## config.mk

```make
export PLATFORM = sky130hd
export DESIGN_NAME = bist_ctrl_flat
export DESIGN_NICKNAME = d
export VERILOG_FILES = /design/src/rtl/bist_ctrl_if.sv /design/src/rtl/bist_ctrl.sv /design/src/flat_wrapper.sv
export SDC_FILE = /design/constraint.sdc
export NUM_CORES = 1
export LEC_CHECK = 0
export CORE_MARGIN = 2
export CORE_UTILIZATION = 54
export CTS_CLUSTER_SIZE = 12
export DETAILED_ROUTE_END_ITERATION = 12
export PLACE_DENSITY = 0.84
export SLEW_MARGIN = 20
export SYNTH_ARGS = -nofsm -noshare
export SYNTH_HDL_FRONTEND = slang
export SYNTH_SLANG_ARGS = --single-unit
```

## constraint.sdc

```tcl
create_clock -name clk -period 2.4 [get_ports clk]
set_clock_uncertainty 0.1 [all_clocks]
set_input_delay 0.24 -clock clk [delete_from_list [all_inputs] [get_ports clk]]
set_output_delay 0.24 -clock clk [all_outputs]
set_load 0.02 [all_outputs]
```

## src/rtl/bist_ctrl_if.sv

```systemverilog
// bist_ctrl_if
// Handshake and result bundle between the test-access logic / datapath and
// the BIST sequencer.
//
// Signals:
//   start, abort        test-access requests into the sequencer
//   signature[NBIT]     MISR signature into the sequencer
//   misr_rst, tpg_load  seed strobes to MISR and TPG
//   tpg_en, test_mode   TPG advance and arbiter request-mux select
//   busy, done          sequencer status
//   result_valid, pass  result qualifiers
//   sig_cap[NBIT]       captured signature
//   sig_so, sig_so_valid serial signature dump
//
// Modports: slave = sequencer side, master = test-access / stimulus side.
interface bist_ctrl_if #(
    parameter int NBIT = 8
);
    logic            start;
    logic            abort;
    logic [NBIT-1:0] signature;
    logic            misr_rst;
    logic            tpg_load;
    logic            tpg_en;
    logic            test_mode;
    logic            busy;
    logic            done;
    logic            result_valid;
    logic            pass;
    logic [NBIT-1:0] sig_cap;
    logic            sig_so;
    logic            sig_so_valid;

    modport slave (
        input  start, abort, signature,
        output misr_rst, tpg_load, tpg_en, test_mode, busy, done,
               result_valid, pass, sig_cap, sig_so, sig_so_valid
    );

    modport master (
        output start, abort, signature,
        input  misr_rst, tpg_load, tpg_en, test_mode, busy, done,
               result_valid, pass, sig_cap, sig_so, sig_so_valid
    );
endinterface

```

## src/rtl/bist_ctrl.sv

```systemverilog
// bist_ctrl
// Built-in self-test sequencer for the grant arbiter and its signature MISR.
// Seeds MISR/TPG, runs N_PATTERNS test cycles, drains the pipeline for
// SETTLE_CYC cycles, captures the MISR signature and compares it to GOLDEN.
//
// Ports:
//   clk    rising-edge clock
//   rst_n  asynchronous active-low reset
//   bus    bist_ctrl_if.slave (start/abort/signature in; strobes, status,
//          result and serial dump out)
//
// Build option: define BIST_SCAN_DUMP_EN to add a DUMP state that shifts the
// captured signature out on sig_so, MSB first. Without it sig_so and
// sig_so_valid are tied low.
//
// state   | meaning
// --------+---------------------------------------------------------------
// IDLE    | waiting for start
// INIT    | one cycle: seed MISR and TPG
// RUN     | TPG advancing, arbiter in test mode, N_PATTERNS cycles
// SETTLE  | TPG halted, test mode held while the pipeline drains
// COMPARE | one cycle: capture signature, evaluate pass
// DUMP    | NBIT cycles: serial signature out (BIST_SCAN_DUMP_EN only)
// DONE    | one cycle: done pulse
module bist_ctrl #(
    parameter int              NBIT       = 8,
    parameter int              N_PATTERNS = 200,
    parameter int              CNT_W      = 16,
    parameter int              SETTLE_CYC = 2,
    parameter logic [NBIT-1:0] GOLDEN     = '0
) (
    input  logic        clk,
    input  logic        rst_n,
    bist_ctrl_if.slave  bus
);
    typedef enum logic [2:0] {
        S_IDLE,
        S_INIT,
        S_RUN,
        S_SETTLE,
        S_COMPARE,
`ifdef BIST_SCAN_DUMP_EN
        S_DUMP,
`endif
        S_DONE
    } state_t;

    localparam logic [CNT_W-1:0] LAST_PAT    = CNT_W'(N_PATTERNS - 1);
    localparam logic [3:0]       SETTLE_LOAD = 4'(SETTLE_CYC - 1);

    state_t            state;
    logic [CNT_W-1:0]  pat_cnt;
    logic [3:0]        settle_cnt;
    logic              misr_rst_q;
    logic              tpg_load_q;
    logic              tpg_en_q;
    logic              test_mode_q;
    logic              busy_q;
    logic              done_q;
    logic              result_valid_q;
    logic              pass_q;
    logic [NBIT-1:0]   sig_cap_q;
    logic              in_busy;

`ifdef BIST_SCAN_DUMP_EN
    localparam int DW = (NBIT > 1) ? $clog2(NBIT) : 1;
    logic [DW-1:0]     dump_idx;
    logic              sig_so_q;
    logic              sig_so_valid_q;
`endif

    // DONE is not a busy state: abort there only clears the result.
    assign in_busy = (state != S_IDLE) && (state != S_DONE);

    always_ff @(posedge clk or negedge rst_n) begin
        if (!rst_n) begin
            state          <= S_IDLE;
            pat_cnt        <= '0;
            settle_cnt     <= '0;
            misr_rst_q     <= 1'b0;
            tpg_load_q     <= 1'b0;
            tpg_en_q       <= 1'b0;
            test_mode_q    <= 1'b0;
            busy_q         <= 1'b0;
            done_q         <= 1'b0;
            result_valid_q <= 1'b0;
            pass_q         <= 1'b0;
            sig_cap_q      <= '0;
`ifdef BIST_SCAN_DUMP_EN
            dump_idx       <= '0;
            sig_so_q       <= 1'b0;
            sig_so_valid_q <= 1'b0;
`endif
        end else if (bus.abort && in_busy) begin
            // Abort wins over every internal transition; capture is skipped.
            state          <= S_IDLE;
            misr_rst_q     <= 1'b0;
            tpg_load_q     <= 1'b0;
            tpg_en_q       <= 1'b0;
            test_mode_q    <= 1'b0;
            busy_q         <= 1'b0;
            done_q         <= 1'b0;
            result_valid_q <= 1'b0;
            pass_q         <= 1'b0;
`ifdef BIST_SCAN_DUMP_EN
            sig_so_q       <= 1'b0;
            sig_so_valid_q <= 1'b0;
`endif
        end else begin
            case (state)
                S_IDLE: begin
                    // A simultaneous abort suppresses the start.
                    if (bus.start && !bus.abort) begin
                        state          <= S_INIT;
                        misr_rst_q     <= 1'b1;
                        tpg_load_q     <= 1'b1;
                        busy_q         <= 1'b1;
                        result_valid_q <= 1'b0;
                        pass_q         <= 1'b0;
                    end
                end
                S_INIT: begin
                    state       <= S_RUN;
                    misr_rst_q  <= 1'b0;
                    tpg_load_q  <= 1'b0;
                    tpg_en_q    <= 1'b1;
                    test_mode_q <= 1'b1;
                    pat_cnt     <= '0;
                end
                S_RUN: begin
                    pat_cnt <= pat_cnt + 1'b1;
                    if (pat_cnt == LAST_PAT) begin
                        state      <= S_SETTLE;
                        tpg_en_q   <= 1'b0;
                        settle_cnt <= SETTLE_LOAD;
                    end
                end
                S_SETTLE: begin
                    if (settle_cnt == 4'd0) begin
                        state       <= S_COMPARE;
                        test_mode_q <= 1'b0;
                    end else begin
                        settle_cnt <= settle_cnt - 1'b1;
                    end
                end
                S_COMPARE: begin
                    sig_cap_q      <= bus.signature;
                    pass_q         <= (bus.signature == GOLDEN);
                    result_valid_q <= 1'b1;
`ifdef BIST_SCAN_DUMP_EN
                    state          <= S_DUMP;
                    dump_idx       <= DW'(NBIT - 1);
                    sig_so_q       <= bus.signature[NBIT-1];
                    sig_so_valid_q <= 1'b1;
`else
                    state          <= S_DONE;
                    busy_q         <= 1'b0;
                    done_q         <= 1'b1;
`endif
                end
`ifdef BIST_SCAN_DUMP_EN
                S_DUMP: begin
                    if (dump_idx == '0) begin
                        state          <= S_DONE;
                        busy_q         <= 1'b0;
                        done_q         <= 1'b1;
                        sig_so_q       <= 1'b0;
                        sig_so_valid_q <= 1'b0;
                    end else begin
                        dump_idx <= dump_idx - 1'b1;
                        sig_so_q <= sig_cap_q[dump_idx - 1'b1];
                    end
                end
`endif
                S_DONE: begin
                    state  <= S_IDLE;
                    done_q <= 1'b0;
                    if (bus.abort) begin
                        result_valid_q <= 1'b0;
                        pass_q         <= 1'b0;
                    end
                end
                default: state <= S_IDLE;
            endcase
        end
    end

    assign bus.misr_rst     = misr_rst_q;
    assign bus.tpg_load     = tpg_load_q;
    assign bus.tpg_en       = tpg_en_q;
    assign bus.test_mode    = test_mode_q;
    assign bus.busy         = busy_q;
    assign bus.done         = done_q;
    assign bus.result_valid = result_valid_q;
    assign bus.pass         = pass_q;
    assign bus.sig_cap      = sig_cap_q;
`ifdef BIST_SCAN_DUMP_EN
    assign bus.sig_so       = sig_so_q;
    assign bus.sig_so_valid = sig_so_valid_q;
`else
    assign bus.sig_so       = 1'b0;
    assign bus.sig_so_valid = 1'b0;
`endif
endmodule

```

## src/flat_wrapper.sv

```systemverilog
// flat-port wrapper written by rule: the top's interface ports become plain ports
module bist_ctrl_flat 
#(
    parameter int              NBIT       = 8,
    parameter int              N_PATTERNS = 200,
    parameter int              CNT_W      = 16,
    parameter int              SETTLE_CYC = 2,
    parameter logic [NBIT-1:0] GOLDEN     = '0
)
  (clk, rst_n, bus_start, bus_abort, bus_signature, bus_misr_rst, bus_tpg_load, bus_tpg_en, bus_test_mode, bus_busy, bus_done, bus_result_valid, bus_pass, bus_sig_cap, bus_sig_so, bus_sig_so_valid);
  bist_ctrl_if #(.NBIT(NBIT)) bus_i ();
  input  logic clk;
  input  logic rst_n;
  input wire logic [$bits(bus_i.start)-1:0] bus_start;
  input wire logic [$bits(bus_i.abort)-1:0] bus_abort;
  input wire logic [$bits(bus_i.signature)-1:0] bus_signature;
  output wire logic [$bits(bus_i.misr_rst)-1:0] bus_misr_rst;
  output wire logic [$bits(bus_i.tpg_load)-1:0] bus_tpg_load;
  output wire logic [$bits(bus_i.tpg_en)-1:0] bus_tpg_en;
  output wire logic [$bits(bus_i.test_mode)-1:0] bus_test_mode;
  output wire logic [$bits(bus_i.busy)-1:0] bus_busy;
  output wire logic [$bits(bus_i.done)-1:0] bus_done;
  output wire logic [$bits(bus_i.result_valid)-1:0] bus_result_valid;
  output wire logic [$bits(bus_i.pass)-1:0] bus_pass;
  output wire logic [$bits(bus_i.sig_cap)-1:0] bus_sig_cap;
  output wire logic [$bits(bus_i.sig_so)-1:0] bus_sig_so;
  output wire logic [$bits(bus_i.sig_so_valid)-1:0] bus_sig_so_valid;
  assign bus_i.start = bus_start;
  assign bus_i.abort = bus_abort;
  assign bus_i.signature = bus_signature;
  assign bus_misr_rst = bus_i.misr_rst;
  assign bus_tpg_load = bus_i.tpg_load;
  assign bus_tpg_en = bus_i.tpg_en;
  assign bus_test_mode = bus_i.test_mode;
  assign bus_busy = bus_i.busy;
  assign bus_done = bus_i.done;
  assign bus_result_valid = bus_i.result_valid;
  assign bus_pass = bus_i.pass;
  assign bus_sig_cap = bus_i.sig_cap;
  assign bus_sig_so = bus_i.sig_so;
  assign bus_sig_so_valid = bus_i.sig_so_valid;
  bist_ctrl #(.NBIT(NBIT), .N_PATTERNS(N_PATTERNS), .CNT_W(CNT_W), .SETTLE_CYC(SETTLE_CYC), .GOLDEN(GOLDEN)) u_core (.clk(clk), .rst_n(rst_n), .bus(bus_i));
endmodule
```

==> summary.md, run 1 <==
| Metric | Value |
|---|---|
| Status | completed |
| Area of the core | 3690 um^2 |
| MaxCap Viol Count | 0 |
| DRC violations left | 0 |
| Combinational power share | between 40% and 50% |
| Cell area after synthesis | 2100 um^2 |
| First-pass GRT wire length | between 7000 and 8000 um |
| Worst rel slew slack | 45.6% |
| Port bufs | 27 |
| Avg Vias per Cell | around 6.1 |
| Switching share of power | 37.1% |
| DP Worst Slack | 345 ps |
| Worst-Skew Late Latency | 290 ps |
| Power Internal | ~1.8 mW |
| Share of post-route cells with drive strength above 1 | 12.0% |
| Die area | 4400 um^2 |
| Drt total wl | about 4400 um |
| Multiplexer share of the synthesized area | 4.77% |
| Slew of the pin with the lowest slew margin | 815 ps |
| Max Slew Vio Count | 0 |
| Post-CTS sizing | 0 |
| GRT overflow | 0 |
| Vias in the first global route | 1751 |
| Crit path kind | reg -> reg |
| Syn Inst Count | between 200 and 250 |
| Root Buffer Master | clkbuf_8 |
| Worst Setup End Kind | register |
| Final Wtd Congestion | 0.838 |
| Total track usage | 23.2% |
| Seq pwr share | 35.6% |
| Clock sinks | 38 |
| Startpoint types | register |
| # H-tree levels | 2 |
| CTS Buffer Depth | 2 |
| Starting Density | 56.9% |
| Post-synthesis register bit count | 38 |
| Post-detail-place hpwl | about 3100 um |
| Clock-pin transition on the worst setup and hold timing paths | 70 ps |
| Worst-path maximum fanout | 4 |
| Final setup viols | 0 |
| RSZ-0062 raised after global routing | false |
| Postcts setup bufs | 0 |
| Main synth FF type | dfrtp_1 |
| Count leader, synth | dfrtp_1 |
| Initial DRC Count | 117 |
| Share of the core filled with cells | ~69% |
| Commonest cells in the netlist | 38 x dfrtp_1, 18 x o21ai_0, 17 x nand2_1, 17 x nor2_1, 14 x a21oi_1 |
| Final ANT Viol Nets | 0 |
| Number of flops mapped to enable cells by yosys | 0 |
| Largest net degree at the start of global routing | 39 |
| Synth top area share | 45.3% |
| Clock share of power | 23.3% |
| Die width | 66.3 um |
| Fmax achieved | 0.494 GHz |
| Unique cell type count in the Yosys netlist | 48 |
| Tmin final | around 2000 ps |
| Number of hold violations in the final report | 0 |
| Top cells by area, synth | dfrtp_1 45%, o21ai_0 4.3%, mux2_2 4.3% |
| P&R area growth vs syn | 21.5% |
| Tcrit/Tclk final | 84.3% |
| Cell taking the most area after synthesis | dfrtp_1 |
| Largest family of logic cells by synthesized area | simple AND/OR/NAND/NOR gates |
| Static leakage | 1.09 nW |
| Fraction of registers with async set/reset | 100% |
| DRT Pass-1 Iters | 4 |
| P_sw | around 1.1 mW |
| Ys Warns | 0 |
| HP Class | reg -> reg |
| Routed WL per cell | approximately 15 um |
| CTS tree | yes |
| Setup_tns | 0 ps |
| Synthesized-area fraction occupied by adder cells | 1.19% |
| Die Span Y | 66.3 um |
| Mapped Avg Cell Area | 9.58 um^2 |
| Pwr dens | 1130 nW/um^2 |
| Initial antenna violation count | 0 |
| Setup slack after layout | 377 ps |
| I/O pins | 30 |
| Post-synthesis simple-gate area fraction | 23.2% |
| Synth Area in Compound Gates | 15.8% |
| Final Power | 2.88 mW |
| CP required | 2460 ps |
| Final antenna diode count | 0 |
| Sequential share of the synthesized area | between 40% and 50% |
| Via count | 1812 |
| Post-synthesis xor/xnor area fraction | under 10% |
| Max VDD drop | 0.794 mV |
| Final Net Count | 262 |
| Rows | 22 |
| Num CTS Buffers | 5 |
| Worst path arrival time | 2090 ps |
==> metal layers <==
layer	track usage, %	vias to the layer above	part of all wire (%)
li1	-	859	-
met1	30.0	873	43
met2	36.1	72	47
met3	7.33	8	8.4
met4	9.18	0	1.7
met5	0	-	0
==> state kept, by name, summed over array words and instances (netlist names) <==
name and count:
u_core.bus.test_mode 1, u_core.bus.result_valid 1, u_core.bus.busy 1, u_core.pat_cnt 16, u_core.bus.sig_cap 8, u_core.bus.pass 1
u_core.bus.misr_rst 1, u_core.bus.done 1, u_core.settle_cnt 4, u_core.state 3, u_core.bus.tpg_en 1
==> final cells by class <==
class | count | area, um^2
sequential | 38 | 951
clock inverter | 2 | 60.1
tap | 48 | 60.1
inverter | 9 | 33.8
multi-input combinational | 160 | 1040
fill | 298 | 1140
timing repair buffer | 34 | 320
clock buffer | 6 | 82.6
==> layout by cell type, fill, tap and decap left out, drive strengths merged, types with 2 or more instances in the layout <==
cell type | netlist | routed
nor2b | 4 | 4
nand2 | 17 | 17
mux2 | 8 | 8
nand2b | 2 | 2
clkdlybuf4s50 | 0 | 26
o31ai | 4 | 4
a32o | 3 | 3
and4bb | 2 | 2
dfrtp | 38 | 38
a21oi | 14 | 14
or3 | 4 | 4
xor2 | 8 | 8
or4 | 3 | 3
and2 | 3 | 3
nor2 | 17 | 17
o21ai | 18 | 18
nor3 | 8 | 8
and3 | 2 | 2
inv | 8 | 8
nand3 | 4 | 4
nand4 | 8 | 8
o41ai | 2 | 2
conb | 1 | 2
nor4 | 5 | 5
and4 | 4 | 4
a31oi | 3 | 3
bufinv | 0 | 2
buf | 10 | 7
ha | 2 | 2
clkbuf | 3 | 6
==> critical path, cell delays in order (launching register included) <==
cell	delay [ps]
dfrtp_1	420
inv_1	90
ha_1	180
or3b_2	510
and2_1	210
o311ai_0	250
o21ai_0	120
==> per-stage QoR <==
step / instances / instance area (um^2) / hold slack (ps)
2_1_floorplan: 220 / 2100 / -156
3_3_place_gp: 288 / 2390 / 289
3_5_place_dp: 288 / 2390 / 295
4_1_cts: 297 / 2550 / 414
5_1_grt: 297 / 2550 / 423
6_report: 297 / 2550 / 409
==> logic make-up (layout without fill, tap and decap cells) <==
family / Yosys count / in the layout
AOI/OAI and AO/OA: 53 / 53
DFF: 38 / 38
muxes: 9 / 9
xor gates and xnor gates: 8 / 8
and+or+nand+nor: 86 / 86
buffers and inverters: 22 / 51
other: 1 / 2
adders and majority gates: 2 / 2
==> timing repair <==
item / 4_1_cts / 5_1_grt
hold buffers: 1 / 0
endpoints found under the hold margin: 38 / 0
endpoints found under the setup margin: 0 / 0
==> final timing paths <==
| kind | startpoint | end | slack [ps] | cells after the start |
|---|---|---|---|---|
| setup / recovery | u_core.settle_cnt[1]$_DFFE_PN0P_ | u_core.bus.test_mode$_DFFE_PN0P_ | 380 | 6 |
| hold / removal | u_core.bus.sig_cap[4]$_DFFE_PN0P_ | u_core.bus.sig_cap[4]$_DFFE_PN0P_ | 410 | 1 |
| setup reg to reg | u_core.settle_cnt[1]$_DFFE_PN0P_ | u_core.bus.test_mode$_DFFE_PN0P_ | 380 | 6 |
| hold reg to reg | u_core.bus.sig_cap[4]$_DFFE_PN0P_ | u_core.bus.sig_cap[4]$_DFFE_PN0P_ | 410 | 1 |
| max in group asynchronous | rst_n | u_core.pat_cnt[13]$_DFFE_PN0P_ | 1190 | 2 |
| min in group asynchronous | rst_n | u_core.bus.done$_DFFE_PN0P_ | 500 | 2 |
==> power groups by stage <==
stage / registers (mW) / logic [mW] / clock network [mW]
global route: 1.05 / 1.30 / 0.709
CTS: 1.02 / 1.18 / 0.685
floorplan: 1.08 / 0.714 / 0
global placement: 1.03 / 1.14 / 0
detailed placement: 1.03 / 1.16 / 0
finish: 1.03 / 1.18 / 0.669
Power figures use the tool's default switching activity.
==> run 2, diff against run 1 <==
--- a/config.mk
+++ b/config.mk
@@ -6,10 +6,10 @@
 export NUM_CORES = 1
 export LEC_CHECK = 0
 export CORE_MARGIN = 2
-export CORE_UTILIZATION = 54
+export CORE_UTILIZATION = 49
 export CTS_CLUSTER_SIZE = 12
 export DETAILED_ROUTE_END_ITERATION = 12
-export PLACE_DENSITY = 0.84
+export PLACE_DENSITY = 0.81
 export SLEW_MARGIN = 20
 export SYNTH_ARGS = -nofsm -noshare
 export SYNTH_HDL_FRONTEND = slang
==> constraint.sdc (replaced) <==
create_clock -name clk -period 1.63 [get_ports clk]
set_clock_uncertainty 0.1 [all_clocks]
set_input_delay 0.163 -clock clk [delete_from_list [all_inputs] [get_ports clk]]
set_output_delay 0.163 -clock clk [all_outputs]
set_load 0.02 [all_outputs]
==> summary.md, run 2 (synthesis results as in run 1) <==
| Metric | Value |
|---|---|
| Combinational power share | 53.4% (+12 points) |
| Die area | 4820 um^2 (+9.6%) |
| Final Power | 4.94 mW (+72%) |
| Share of post-route cells with drive strength above 1 | 40.5% (+28 points) |
| Max reg flops | 16 (unchanged) |
| Status | finished with violations |
| Initial antenna violation count | 0 (unchanged) |
| First-pass GRT wire length | 9060 um (+16%) |
| Max VDD drop | 1.41 mV (+77%) |
| Static leakage | 1.40 nW (+29%) |
| Tcrit/Tclk final | 108% (+23 points) |
| Root Buffer Master | clkbuf_8 |
| Switching share of power | 39.6% (+2.5 points) |
| # H-tree levels | 2 (unchanged) |
| Worst Setup End Kind | register |
| Rows | 23 (+4.5%) |
| Placed Instances | 332 (+15%) |
| Final setup viols | 22 (+22) |
| Pwr dens | 1550 nW/um^2 (+38%) |
| Post-route cell area | 3180 um^2 (+25%) |
| DP Worst Slack | -273 ps (-618 ps) |
| Total track usage | 23.3% (+0.057 points) |
| P_sw | 1.95 mW (+83%) |
| Commonest non-fill, non-tap cell in the layout | buf_4 |
| Final antenna diode count | 0 (unchanged) |
| Placed instance area | 2730 um^2 (+14%) |
| Setup slack after layout | -123 ps (-501 ps) |
| Clock share of power | 16.7% (-6.6 points) |
| Largest net degree at the start of global routing | 23 (-41%) |
| Power Internal | 2.98 mW (+65%) |
| Port bufs | 27 (unchanged) |
| Fin cells | 356 (+20%) |
| Violated checks | negative setup slack |
| Filler cells | 219 (-27%) |
| Worst rel slew slack | 64.3% (+19 points) |
| Clock sinks | 38 (unchanged) |
| CTS Buffer Depth | 2 (unchanged) |
| Die Span Y | 69.4 um (+4.7%) |
| Met3 Track Usage GR | 5.67% (-1.7 points) |
| Worst-path maximum fanout | 4 (unchanged) |
| Setup_tns | -959 ps (-959 ps) |
| Die width | 69.4 um (+4.7%) |
| Via count | 2148 (+19%) |
| CP required | 1710 ps (-750 ps) |
| DRC violations left | 0 (unchanged) |
| Met2 track demand over resource | 37.2% (+1.1 points) |
| Routed WL per cell | 17.9 um (+20%) |
| Clock-pin transition on the worst setup and hold timing paths | 90 ps (+20 ps) |
| Worst path arrival time | 1830 ps (-260 ps) |
| CTS tree | yes |
| Number of hold violations in the final report | 0 (unchanged) |
| Initial DRC Count | 185 (+58%) |
| Drt total wl | 6370 um (+44%) |
| DRT Pass-1 Iters | 5 (+1) |
| P&R area growth vs syn | 51.4% |
| GRT overflow | 0 (unchanged) |
| Startpoint types | register |
| Max Slew Vio Count | 0 (unchanged) |
| Final Wtd Congestion | 0.928 (+11%) |
| Largest Register | u_core.pat_cnt |
| Num CTS Buffers | 5 (unchanged) |
| MaxCap Viol Count | 0 (unchanged) |
| Worst-Skew Late Latency | 300 ps (about the same) |
| HP Class | in -> async |
| Starting Density | 51.7% (-5.2 points) |
| Vias in the first global route | 2017 (+15%) |
| Tmin final | 1750 ps (-269 ps) |
| Final Net Count | 319 (+22%) |
| Crit path kind | reg -> reg |
| Fmax achieved | 0.570 GHz (+15%) |
| Area of the core | 4060 um^2 (+10%) |
| Avg Vias per Cell | 6.03 (-1.1%) |
| RSZ-0062 raised after global routing | true |
| Met1 Track Usage GR | 29.2% (-0.74 points) |
| Slew of the pin with the lowest slew margin | 536 ps (-279 ps) |
| Most used routing layer | met2 |
| Commonest cells after routing, fill and taps aside | 51 x buf_4, 37 x dfrtp_1, 24 x clkdlybuf4s50_1 |
| Post-detail-place hpwl | 3590 um (+17%) |
| I/O pins | 30 (unchanged) |
| Seq pwr share | 29.9% (-5.7 points) |
| Final ANT Viol Nets | 0 (unchanged) |
==> run 2: final cells by class <==
cell class	instances	area, um^2	area share, %
timing repair buffer	91	792	24.9
tap	50	62.6	1.97
multi-input combinational	160	1220	38.5
inverter	9	33.8	1.06
clock buffer	5	68.8	2.17
clock inverter	3	45.0	1.42
sequential	38	952	30.0
==> run 2: critical path, stage by stage (launching register included) <==
cell	delay, ps
dfrtp_1	400
inv_2	70
ha_4	120
or3b_4	400
a32o_1	230
a31oi_1	180
o21ai_1	120
==> run 2: stage by stage <==
stage,util (%),hold slack (ps)
floorplan,-,-233
global placement,67.2,55.6
detailed placement,67.2,62.3
CTS,72.6,282
global route,78.3,336
finish,78.3,265
==> run 2: timing repair <==
action / in CTS / in global routing
endpoints found under the setup margin: 11 / 32
gates resized for setup: 16 / 40
pin swaps: 11 / 16
gates cloned: 0 / 1
hold endpoints to repair: 20 / 0
hold buffers: 1 / 0
buffers inserted: 5 / 11
==> run 2: power groups by stage <==
stage / logic [mW] / clock network [mW] / registers, mW
2_1_floorplan: 1.08 / 0 / 1.60
3_3_place_gp: 2.14 / 0 / 1.45
3_5_place_dp: 2.19 / 0 / 1.46
4_1_cts: 2.32 / 0.824 / 1.46
5_1_grt: 2.79 / 0.879 / 1.50
6_report: 2.64 / 0.824 / 1.48
==> run 2: per-layer routing <==
metal	wire, um	up-vias
met5	0	-
met4	154	0
met3	466	18
met2	3200	117
met1	2550	1038
li1	-	975
==> run 2: worst paths after layout <==
| path | endpoint | slack (ps) | cells past startpoint | from |
|---|---|---|---|---|
| hold / removal | u_core.state[2]$_DFFE_PN0P_ | 270 | 2 | rst_n |
| setup reg to reg | u_core.settle_cnt[1]$_DFFE_PN0P_ | -120 | 6 | u_core.settle_cnt[0]$_DFFE_PN0P_ |
| min in group clk | u_core.bus.sig_cap[3]$_DFFE_PN0P_ | 410 | 1 | u_core.bus.sig_cap[3]$_DFFE_PN0P_ |
| max in group asynchronous | u_core.bus.sig_cap[6]$_DFFE_PN0P_ | 570 | 3 | rst_n |
| setup / recovery | u_core.settle_cnt[1]$_DFFE_PN0P_ | -120 | 6 | u_core.settle_cnt[0]$_DFFE_PN0P_ |
| hold reg to reg | u_core.bus.sig_cap[3]$_DFFE_PN0P_ | 410 | 1 | u_core.bus.sig_cap[3]$_DFFE_PN0P_ |
==> run 3, diff against run 2 <==
--- a/config.mk
+++ b/config.mk
@@ -14,3 +14,4 @@
 export SYNTH_ARGS = -nofsm -noshare
 export SYNTH_HDL_FRONTEND = slang
 export SYNTH_SLANG_ARGS = --single-unit
+export TNS_END_PERCENT = 10
==> summary.md, run 3 (synthesis results as in run 1) <==
| Metric | Value |
|---|---|
| Critical-path cell list | inv_2, ha_4, or3b_4, and2_4, o311ai_4, o21ai_1 |
| Post-detail-place hpwl | 3630 um (+1.2%) |
| Worst path arrival time | 1810 ps (-20 ps) |
| Num CTS Buffers | 5 (unchanged) |
| HP Class | in -> async |
| Met2 track demand over resource | 38.5% (+1.3 points) |
| Crit-path leading delay family | simple AND/OR/NAND/NOR gates |
| Final setup viols | 11 (-50%) |
| Critical Path Max Stage Delay | 400 ps (about the same) |
| Share of post-route cells with drive strength above 1 | 31.6% (-8.9 points) |
| Tcrit/Tclk final | 106% (-1.4 points) |
| GRT overflow | 0 (unchanged) |
| Worst-path maximum fanout | 4 (unchanged) |
| Tmin final | 1730 ps (-22.4 ps) |
| Startpoint types | register |
| Drt total wl | 5560 um (-13%) |
| Total track usage | 23.2% (-0.036 points) |
| Largest net degree at the start of global routing | 21 (-8.7%) |
| I/O pins | 30 (unchanged) |
| Crit path from | u_core.settle_cnt[1]$_DFFE_PN0P_ |
| Worst Setup End Kind | register |
| Final Net Count | 301 (-5.6%) |
| Area of the core | 4060 um^2 (unchanged) |
| RSZ-0062 raised after global routing | true |
| Fmax achieved | 0.578 GHz (+1.3%) |
| Setup slack after layout | -101 ps (+22.4 ps) |
| Max Slew Vio Count | 0 (unchanged) |
| Final Power | 4.81 mW (-2.5%) |
| MaxCap Viol Count | 0 (unchanged) |
| Root Buffer Master | clkbuf_8 |
| DRT Pass-1 Iters | 4 (-1) |
| P&R area growth vs syn | 42.1% |
| First-pass GRT wire length | 8940 um (-1.4%) |
| Die width | 69.4 um (unchanged) |
| Pwr dens | 1620 nW/um^2 (+3.9%) |
| Largest Register | u_core.pat_cnt |
| Starting Density | 51.7% (unchanged) |
| Commonest non-fill, non-tap cell in the layout | buf_4 |
| Worst-Skew Late Latency | 300 ps (about the same) |
| DRC violations left | 0 (unchanged) |
| Crit path kind | reg -> reg |
| Routed WL per cell | 16.4 um (-8.1%) |
| CTS tree | yes |
| Most used routing layer | met2 |
| Violated checks | negative setup slack |
| Die Span Y | 69.4 um (unchanged) |
| Vias in the first global route | 1992 (-1.2%) |
| CP bufs+invs | 1 (unchanged) |
| Commonest cells after routing, fill and taps aside | 43 x buf_4, 37 x dfrtp_1, 25 x clkdlybuf4s50_1 |
| CTS Buffer Depth | 2 (unchanged) |
| Setup_tns | -552 ps (+407 ps) |
| Status | finished with violations |
| Max stage delay cell, worst path | or3b_4 |
| CP required | 1710 ps (about the same) |
| Reg2reg start | u_core.settle_cnt[1]$_DFFE_PN0P_ |
| Initial antenna violation count | 0 (unchanged) |
| Clock-pin transition on the worst setup and hold timing paths | 80 ps (about the same) |
| Final antenna diode count | 0 (unchanged) |
| Placed instance area | 2690 um^2 (-1.4%) |
| Post-route cell area | 2980 um^2 (-6.1%) |
| Via count | 1972 (-8.2%) |
| Avg Vias per Cell | 5.83 (-3.3%) |
| Rows | 23 (unchanged) |
| Initial DRC Count | 122 (-34%) |
| Max reg flops | 16 (unchanged) |
| Clock sinks | 38 (unchanged) |
| # H-tree levels | 2 (unchanged) |
| Final ANT Viol Nets | 0 (unchanged) |
| Static leakage | 1.30 nW (-7.0%) |
| Final Wtd Congestion | 0.883 (-4.9%) |
| Max VDD drop | 1.22 mV (-13%) |
| Met1 Track Usage GR | 28.2% (-0.99 points) |
| Met3 Track Usage GR | 6.98% (+1.3 points) |
| Port bufs | 27 (unchanged) |
| Number of hold violations in the final report | 0 (unchanged) |
| Die area | 4820 um^2 (unchanged) |
run 3: changes by cell type in the layout (fill, tap and decap cells not counted), moves of 2 or more:
cell	before	now
buf_4	51	43
o31ai_2	3	0
clkinvlp_4	2	0
a21oi_2	5	3
dlymetal6s2s_1	2	0
nand2_1	13	15
nand2_2	4	2
a21oi_1	8	11
buf_6	11	1
o31ai_1	1	4
run 3: per-stage QoR:
step                      setup slack [ps]  cells  util, %  hold slack (ps)
final                                 -101    338     73.5              261
after global routing                  -171    338     73.5              310
after CTS                            -78.7    337     71.7              281
after detailed placement              -292    326     66.2             50.0
after global placement                -234    326     66.2             38.7
after floorplan                      -62.4    220        -             -233
run 3: path summary, 6_finish.rpt:
check | slack [ps] | to | cells after the start
min in group clk | 420 | u_core.bus.pass$_DFFE_PN0P_ | 2
max in group asynchronous | 710 | u_core.pat_cnt[9]$_DFFE_PN0P_ | 3
setup reg to reg | -100 | u_core.bus.test_mode$_DFFE_PN0P_ | 6
hold / removal | 260 | u_core.bus.busy$_DFFE_PN0P_ | 2
setup / recovery | -100 | u_core.bus.test_mode$_DFFE_PN0P_ | 6
hold reg to reg | 420 | u_core.bus.pass$_DFFE_PN0P_ | 2
run 3: power by group:
group	internal, mW	total [mW]	switching (mW)
Sequential	1.22	1.46	0.239
Combinational	1.16	2.38	1.22
Clock	0.613	0.979	0.366
run 3: routing by layer:
metal	share of wire (%)	vias up	routed length [um]
met5	0	-	0
met4	2.3	0	126
met3	5.5	13	303
met2	49	62	2720
met1	43	964	2410
li1	-	933	-
run 3: cell type report:
class                      instances  area, um^2
clock buffer                       5        68.8
inverter                           9        33.8
multi-input combinational        160        1170
fill                             280        1080
tap                               50        62.6
sequential                        38         952
timing repair buffer              73         628
clock inverter                     3        68.8
run 3: repair_timing:
action | in CTS | in global routing
resized for setup | 16 | 17
endpoints found under the setup margin | 13 | 19
endpoints found under the hold margin | 18 | 0
pin swaps | 8 | 2
hold buffers | 1 | 0
buffers inserted | 2 | 1
